`src/rtl/l2_cacheline_adapter.sv`:
```
// l2_cacheline_adapter: converts single-cycle L2 line transfers into multi-beat memory bursts
module l2_cacheline_adapter #(
    parameter int s_line = 256,
    parameter int s_burst = 64,
    parameter int num_beats = s_line / s_burst
) (
    input  logic               clk,
    input  logic               rst,
    input  logic [s_line-1:0]  line_i,
    output logic [s_line-1:0]  line_o,
    input  logic [31:0]        address_i,
    input  logic               read_i,
    input  logic               write_i,
    output logic               resp_o,
    input  logic [s_burst-1:0] burst_i,
    output logic [s_burst-1:0] burst_o,
    output logic [31:0]        address_o,
    output logic               read_o,
    output logic               write_o,
    input  logic               resp_i
);
    localparam int cw = $clog2(num_beats);
    localparam int ob = $clog2(s_line / 8);
    localparam logic [cw-1:0] last = cw'(num_beats - 1);

    typedef enum logic [1:0] {IDLE, READ, WRITE, DONE} state_t;

    state_t             state, state_n;
    logic [cw-1:0]      count;
    logic [31:0]        addr_q;
    logic [s_line-1:0]  wbuf, line_q;
    logic               accept, beat;

    assign accept    = state == IDLE && (read_i || write_i);
    assign beat      = (state == READ || state == WRITE) && resp_i;
    assign read_o    = state == READ;
    assign write_o   = state == WRITE;
    assign resp_o    = state == DONE;
    assign address_o = addr_q;
    assign line_o    = line_q;
    assign burst_o   = wbuf[count * s_burst +: s_burst];

    // state register; reset abandons any burst in flight
    always_ff @(posedge clk) begin
        if (!rst) state <= IDLE;
        else      state <= state_n;
    end

    // next state: write-back wins over fill, last strobed beat finishes the burst
    always_comb begin
        state_n = state;
        case (state)
            IDLE:    state_n = write_i ? WRITE : (read_i ? READ : IDLE);
            READ:    state_n = (resp_i && count == last) ? DONE : READ;
            WRITE:   state_n = (resp_i && count == last) ? DONE : WRITE;
            default: state_n = IDLE;
        endcase
    end

    // datapath: request capture, beat counter, fill assembly
    always_ff @(posedge clk) begin
        if (!rst) begin
            count  <= '0;
            addr_q <= '0;
            wbuf   <= '0;
            line_q <= '0;
        end else begin
            if (accept) begin
                addr_q <= {address_i[31:ob], {ob{1'b0}}};
                count  <= '0;
                if (write_i) wbuf <= line_i;
            end
            if (beat) count <= count + 1'b1;
            if (beat && state == READ) line_q[count * s_burst +: s_burst] <= burst_i;
        end
    end
endmodule

```
`config.mk`:
```
export PLATFORM = sky130hd
export DESIGN_NAME = l2_cacheline_adapter
export DESIGN_NICKNAME = d
export VERILOG_FILES = /design/src/rtl/l2_cacheline_adapter.sv
export SDC_FILE = /design/constraint.sdc
export NUM_CORES = 1
export LEC_CHECK = 0
export CAP_MARGIN = 10
export CELL_PAD_IN_SITES_DETAIL_PLACEMENT = 1
export CELL_PAD_IN_SITES_GLOBAL_PLACEMENT = 2
export CORE_ASPECT_RATIO = 0.9
export CORE_MARGIN = 2
export CORE_UTILIZATION = 28
export DETAILED_ROUTE_END_ITERATION = 7
export GPL_ROUTABILITY_DRIVEN = 0
export PLACE_DENSITY = 0.95
export SETUP_SLACK_MARGIN = 0.4
export SLEW_MARGIN = 25
export SYNTH_ARGS = -nofsm -noshare
export SYNTH_HDL_FRONTEND = slang
export SYNTH_SLANG_ARGS = --single-unit
```
`constraint.sdc`:
```
create_clock -name clk -period 3.5 [get_ports clk]
set_input_delay 0.875 -clock clk [delete_from_list [all_inputs] [get_ports clk]]
set_output_delay 0.875 -clock clk [all_outputs]
set_load 0.005 [all_outputs]
```
==> run_results.csv <==
group,metric,value,unit
global_routing,antenna_found_initial,8,
timing,final_number_of_hold_violating_endpoints,0,
pwr,largest_vdd_supply_drop,0.327,mV
timing,report.final.slew_viol_count,0,
finish,post_route_cells_drive_above_1_share,10.1,%
worst_hold_path,holdPathStages,2,
cts,clock_insertion_delay_worst_skew,610,ps
worst_setup_path,worstSetupEndpoint,"burst_o[42]",
timing,timing.max_slew.rel_slack,36.6,%
yosys,synth-seq-area-share,52.4,%
finish,num-nets-final,3248,
timing,grt_setup_unrepaired,"yes",
cts,ctsRootBufferMaster,"sky130_fd_sc_hd__clkbuf_16",
global_routing,grt_overflow_total,0,
timing,fin_skew,16.1,ps
drt,routed-via-count,19100,
worst_setup_path,worstSetupStartpoint,"count[0]",
yosys,synth.avg_cell_area,9.27,µm²
finish,final_util,42.3,%
drt,drc,0,
drt,routed_wl_per_cell,21.4,µm
timing,tightestPinTransition,951,ps
global_routing,first_global_vias,19700,
worst_setup_path,end_kind,"output pin",
yosys,postSynthCellCount,2236,
global_routing,grt_use_total,20.7,%
worst_setup_path,reg2reg_slack,780,ps
drt,dr.pass1.iters,5,
finish,ff_latch_area,10900,µm²
yosys,post_synth_num_cell_types,32,
floorplan,placement_rows,94,
cts,cts_made_buffers,59,
finish,final_design_area_no_fill,31000,µm²
worst_setup_path,startpoint_type,"flip-flop",
cts,h-tree-depth,2,
worst_hold_path,hold_class,"flip-flop to flip-flop",
placement,placement.cell_area,28700,µm²
worst_setup_path,reg2reg_to,"line_o[152]",
floorplan,chipHeight,262,µm
cts,post_cts_hold_buffer_count,0,
timing,total_setup_violations_reported_at_the_end_of_the_flow,0,
worst_setup_path,cp_max_fo,5,
finish,nFillCells,8305,
global_routing,largest_net_degree_at_the_start_of_global_routing,183,
cts,cts.reportedPaths.clkPinSlew,60,ps
status,outcome,"finished, final reports clean",
floorplan,dieArea,76200,µm²
cts,tritoncts,"built",
placement,place.port_buffers,701,
finish,multiInputGateArea,8990,µm²
drt,drt-vias-per-instance,4.92,
drt,detail-route-antenna-nets,0,
pwr,power_density,478,nW/µm²
drt,detailedRoute.firstIterationViolations,889,
worst_setup_path,cp_data_required_time,2620,ps
cts,clk_path_buf_depth,3,
yosys,yosysWarnings,0,
worst_setup_path,depth_of_the_worst_register_to_register_path,9,
worst_setup_path,setup.worst_path.class,"flip-flop to output pin",
timing,finalSetupTns,0,ps
floorplan,start_util,28.3,%
timing,max_freq,321,MHz
timing,final_period_minus_worst_setup_slack,3110,ps
yosys,synth.ff_latch_count,543,
timing,min_period_over_period,88.9,%
floorplan,io_pins,712,
flow_run,max_cap_violations,0,
global_routing,grt_pass1_wl,122,mm
drt,finalWirelength,83.2,mm
worst_setup_path,r2r_start,"count[0]",
placement,dp_hpwl,57.1,mm
finish,area_delta_synth_final,49.4,%
yosys,synth.cell_area,20700,µm²
pwr,power.leakage,0.0112,µW
cts,cts.sinks,543,
floorplan,floorplan.core_area,73200,µm²
floorplan,chipWidth,291,µm
worst_setup_path,worst-endpoint-arrival,2240,ps
## report_power, final
part / total, µW / internal [µW] / switching, µW / leakage (µW)
logic: 1880 / 982 / 902 / 0.00582
clock network: 6310 / 3710 / 2600 / 0.000960
registers: 6600 / 6450 / 147 / 0.00442
total: 14800 / 11100 / 3650 / 0.0112
## Yosys cell counts
| cell | instances | area share [%] |
|---|---|---|
| sky130_fd_sc_hd__a21boi_0 | 302 | 11 |
| sky130_fd_sc_hd__a31oi_1 | 1 | 0.030 |
| sky130_fd_sc_hd__a32o_1 | 64 | 3.1 |
| sky130_fd_sc_hd__and2_1 | 1 | 0.030 |
| sky130_fd_sc_hd__and3_1 | 4 | 0.12 |
| sky130_fd_sc_hd__and3b_1 | 2 | 0.085 |
| sky130_fd_sc_hd__and4bb_2 | 1 | 0.060 |
| sky130_fd_sc_hd__buf_1 | 7 | 0.13 |
| sky130_fd_sc_hd__buf_2 | 39 | 0.94 |
| sky130_fd_sc_hd__buf_4 | 8 | 0.29 |
| sky130_fd_sc_hd__buf_6 | 6 | 0.33 |
| sky130_fd_sc_hd__clkbuf_1 | 143 | 2.6 |
| sky130_fd_sc_hd__clkbuf_2 | 1 | 0.024 |
| sky130_fd_sc_hd__conb_1 | 1 | 0.018 |
| sky130_fd_sc_hd__dfxtp_1 | 543 | 52 |
| sky130_fd_sc_hd__ha_1 | 9 | 0.54 |
| sky130_fd_sc_hd__inv_1 | 4 | 0.072 |
| sky130_fd_sc_hd__mux4_2 | 64 | 7.0 |
| sky130_fd_sc_hd__nand2_1 | 718 | 13 |
| sky130_fd_sc_hd__nand3_1 | 132 | 3.2 |
| sky130_fd_sc_hd__nand3_2 | 1 | 0.048 |
| sky130_fd_sc_hd__nand3b_2 | 1 | 0.054 |
| sky130_fd_sc_hd__nor2_1 | 1 | 0.018 |
| sky130_fd_sc_hd__nor3_1 | 1 | 0.024 |
| sky130_fd_sc_hd__nor3b_1 | 1 | 0.036 |
| sky130_fd_sc_hd__nor3b_4 | 1 | 0.091 |
| sky130_fd_sc_hd__nor4_4 | 1 | 0.10 |
| sky130_fd_sc_hd__nor4b_1 | 1 | 0.042 |
| sky130_fd_sc_hd__o21a_1 | 2 | 0.072 |
| sky130_fd_sc_hd__o21ai_0 | 95 | 2.3 |
| sky130_fd_sc_hd__o21ai_1 | 17 | 0.41 |
| sky130_fd_sc_hd__o22ai_1 | 64 | 1.9 |
## how the worst min path moves through the flow
stage / startpoint / slack [ps] / to
2_1_floorplan: wbuf[128] / 440 / wbuf[128]
3_3_place_gp: line_o[207] / 450 / line_o[207]
3_5_place_dp: line_o[203] / 450 / line_o[203]
4_1_cts: line_o[203] / 460 / line_o[203]
5_1_grt: wbuf[241] / 480 / wbuf[241]
6_report: line_o[203] / 460 / line_o[203]
## cells by family (layout without fill, tap and decap cells)
family,count (synthesis),in the layout,share of synthesized area (%)
other cells,1,10,0.0181
flops,543,543,52.4
buf+inv,208,888,4.37
fa+ha+maj,9,9,0.543
mux,64,64,6.95
simple gates,866,866,16.9
compound gates,545,545,18.8
## metrics by stage
stage          hold WS, ps  worst slack [ps]  cells  total power [µW]
3_3_place_gp           446               482   3748              8530
3_5_place_dp           454               482   3748              8570
6_report               460               388   3885             14800
5_1_grt                481               309   3884             15400
2_1_floorplan          440              1110   2240              7530
4_1_cts                463               264   3875             15000
## registers in the layout, summed over array words and instances, names as in the netlist
signal     cells
line_o       256
wbuf         256
address_o     27
count          2
state          2
## cell usage in the layout, fill, tap and decap left out, types with 4 or more instances in the layout
| cell | n |
|---|---|
| sky130_fd_sc_hd__clkbuf_2 | 19 |
| sky130_fd_sc_hd__diode_2 | 5 |
| sky130_fd_sc_hd__clkdlybuf4s50_1 | 636 |
| sky130_fd_sc_hd__mux4_2 | 64 |
| sky130_fd_sc_hd__bufinv_16 | 4 |
| sky130_fd_sc_hd__o21ai_1 | 17 |
| sky130_fd_sc_hd__buf_6 | 13 |
| sky130_fd_sc_hd__buf_8 | 4 |
| sky130_fd_sc_hd__a32o_1 | 64 |
| sky130_fd_sc_hd__buf_2 | 14 |
| sky130_fd_sc_hd__dlygate4sd2_1 | 19 |
| sky130_fd_sc_hd__nand2_1 | 716 |
| sky130_fd_sc_hd__clkbuf_8 | 15 |
| sky130_fd_sc_hd__o22ai_1 | 64 |
| sky130_fd_sc_hd__ha_1 | 9 |
| sky130_fd_sc_hd__clkbuf_16 | 60 |
| sky130_fd_sc_hd__buf_4 | 45 |
| sky130_fd_sc_hd__dfxtp_1 | 541 |
| sky130_fd_sc_hd__clkbuf_1 | 7 |
| sky130_fd_sc_hd__conb_1 | 5 |
| sky130_fd_sc_hd__clkinv_2 | 8 |
| sky130_fd_sc_hd__buf_16 | 5 |
| sky130_fd_sc_hd__nand3_1 | 130 |
| sky130_fd_sc_hd__clkdlybuf4s15_1 | 5 |
| sky130_fd_sc_hd__inv_1 | 4 |
| sky130_fd_sc_hd__a21boi_0 | 302 |
| sky130_fd_sc_hd__o21ai_0 | 94 |
| sky130_fd_sc_hd__buf_12 | 24 |
## timing repair
| item | CTS | global route |
|---|---|---|
| endpoints found under the setup margin | 64 | 38 |
| buffers inserted | 25 | 5 |
| cloned | 3 | 0 |
| gates resized for setup | 146 | 48 |
## critical path, cell delays in order, from the launching register on
cell	delay (ps)
sky130_fd_sc_hd__dfxtp_4	360
sky130_fd_sc_hd__buf_4	120
sky130_fd_sc_hd__buf_12	140
sky130_fd_sc_hd__buf_12	120
sky130_fd_sc_hd__buf_12	120
sky130_fd_sc_hd__mux4_2	480
sky130_fd_sc_hd__dlygate4sd2_1	290
## final cells by class
type	instances	share of cell area, %
clock buffers	82	5.60
multi-input cells	1489	29.0
inverters	4	0.0485
diodes	5	0.0404
clock inverters	17	0.675
flip-flops and latches	543	35.1
well taps	960	3.88
repair buffers	785	25.6
## layer usage
layer	up-vias	GRT usage (%)	wire length, µm
li1	8975	-	-
met1	9418	25.3	34400
met2	560	35.4	40800
met3	145	4.92	5130
met4	0	7.70	2910
met5	-	0	0
Power figures use the tool's default switching activity.
==> variant (same settings) <==
`s_line`: 256 -> 128.
--- a/src/rtl/l2_cacheline_adapter.sv
+++ b/src/rtl/l2_cacheline_adapter.sv
@@ -1,6 +1,6 @@
 // l2_cacheline_adapter: converts single-cycle L2 line transfers into multi-beat memory bursts
 module l2_cacheline_adapter #(
-    parameter int s_line = 256,
+    parameter int s_line = 128,
     parameter int s_burst = 64,
     parameter int num_beats = s_line / s_burst
 ) (
Interface: changed (resized line_i and line_o); port bits go from 712 to 456. The function was not compared with the original's and may differ.
==> variant against the unedited design <==
- non-clock buffer count is 306 lower
- fmax is 6.0% higher
- count of clock-buffer cells in the layout is 31 lower
- design area is 43% lower
- routed wire length is 52% lower
- synthesized area is 44% lower
- critical path depth is 3 lower
- cell count is 41% lower
- sequential share of layout area is 2.4 points lower
- setup slack better by 0.18 ns
- power is 44% lower
- hold slack worse by 0.010 ns
- sequential cell count is 256 lower
==> variant: results (changes against the unedited design) <==
[setup_path]
worst-endpoint-arrival_ns = 2.06  ; -0.18 ns
cp_max_fo = 31  ; +26
rr_endpoint = line_o[104]
critPathMaxStageDelay_ns = 0.51  ; +0.03 ns
r2r_slack_ns = 1.50  ; +0.72 ns
slowest_stage = clkdlybuf4s50_1
critPathTopFamily = buffers and inverters
reg2reg_from = state[1]
reg2regPathDepth = 6  ; -3

[logic_synthesis]
ys_top_cells_by_area = dfxtp_1, nand2_1, a21boi_1, a21boi_0, mux2_2
synth-compound-area-share_pct = 18.7  ; -0.061 points
postSynthAreaPerCell_um2 = 8.68  ; -6.4%
synthAdderAreaFrac_pct = 0.433  ; -0.11 points
synth.yosys.seq_area_share_pct = 49.7  ; -2.8 points
ys_types = 25  ; -22%
synthTopCellsByCount = nand2_1, dfxtp_1, a21boi_1
synthMuxAreaShare_pct = 6.23  ; -0.72 points

[grt]
use_met2_pct = 31.9  ; -3.6 points
grt.met3_usage_pct = 5.66  ; +0.74 points
antenna_found_initial = 3  ; -5
use_met1_pct = 20.1  ; -5.2 points
grt_pass1_wl_um = 61500  ; -50%
grtUsageTotal_pct = 18.0  ; -2.7 points
grt_start_max_net_pins = 74  ; -60%

[timing]
skew_ns = 0.0121  ; -0.00405 ns
hold_ws_ns = 0.450  ; -0.0100 ns
worst_slew_pin_slew_ns = 0.729  ; -0.221 ns

[power_and_ir_drop]
p_comb_share_pct = 15.0  ; +2.3 points
pg_comb_uw = 1250  ; -34%
p_sw_uw = 2010  ; -45%
cellLeakagePower_uw = 0.00635  ; -43%
vdd_drop_max_uv = 323  ; -1.3%
seq_power_share_pct = 42.4  ; -2.2 points

[placed_design]
dp_slack_ns = 0.701  ; +0.219 ns
io_buffers = 447  ; -36%
place_area_mm2 = 0.0165  ; -43%
dp.cells = 2248  ; -40%
dp_hpwl_um = 28400  ; -50%

[worst_hold_path]
worst_hold_path.endpoint = line_o[4]

[cts]
post_cts_buffers = 2  ; -92%
clk_latency_ns = 0.50  ; -0.11 ns
post_cts_resize_count = 1  ; -99%
cts_buffers = 34  ; -42%

[drt]
drt_iter0_drc = 394  ; -56%
wl_met1_um = 16000  ; -53%
wl_met2_um = 19700  ; -52%
route.met3.wl_um = 3010  ; -41%
wl_um = 40000  ; -52%
vias = 10600  ; -45%
vias_per_cell = 4.57  ; -7.1%

[final_layout]
n_fill_cell = 4743  ; -43%
nets = 1979  ; -39%
layout-drive-gt1-share_pct = 8.55  ; -1.6 points

[status]
status = completed

[variant: cell count changes after synthesis, sizes merged, moves of 64 or more]
cell,delta
dfxtp,-256
nand2,-147
nand3,-132
o21ai,-110
clkbuf,-109
a32o,-64
mux2,+64
mux4,-64
o22ai,-64
[variant: final cells by class]
| type | count | area [µm²] | area share, % |
|---|---|---|---|
| Clock buffer | 51 | 996 | 5.66 |
| Tap cell | 540 | 676 | 3.84 |
| Clock inverter | 6 | 109 | 0.619 |
| Multi-Input combinational cell | 942 | 5180 | 29.4 |
| Sequential cell | 287 | 5750 | 32.7 |
| Timing Repair Buffer | 479 | 4870 | 27.7 |
| Antenna cell | 3 | 7.51 | 0.0427 |
| Inverter | 2 | 7.51 | 0.0427 |
[variant: worst max path at each step]
stage / startpoint / to / slack, ns
floorplan: count / burst_o[12] / 1.48
global placement: resp_i / line_o[127] / 0.77
detailed placement: resp_i / line_o[104] / 0.70
CTS: count / burst_o[19] / 0.51
global route: count / burst_o[8] / 0.48
finish: count / burst_o[19] / 0.56
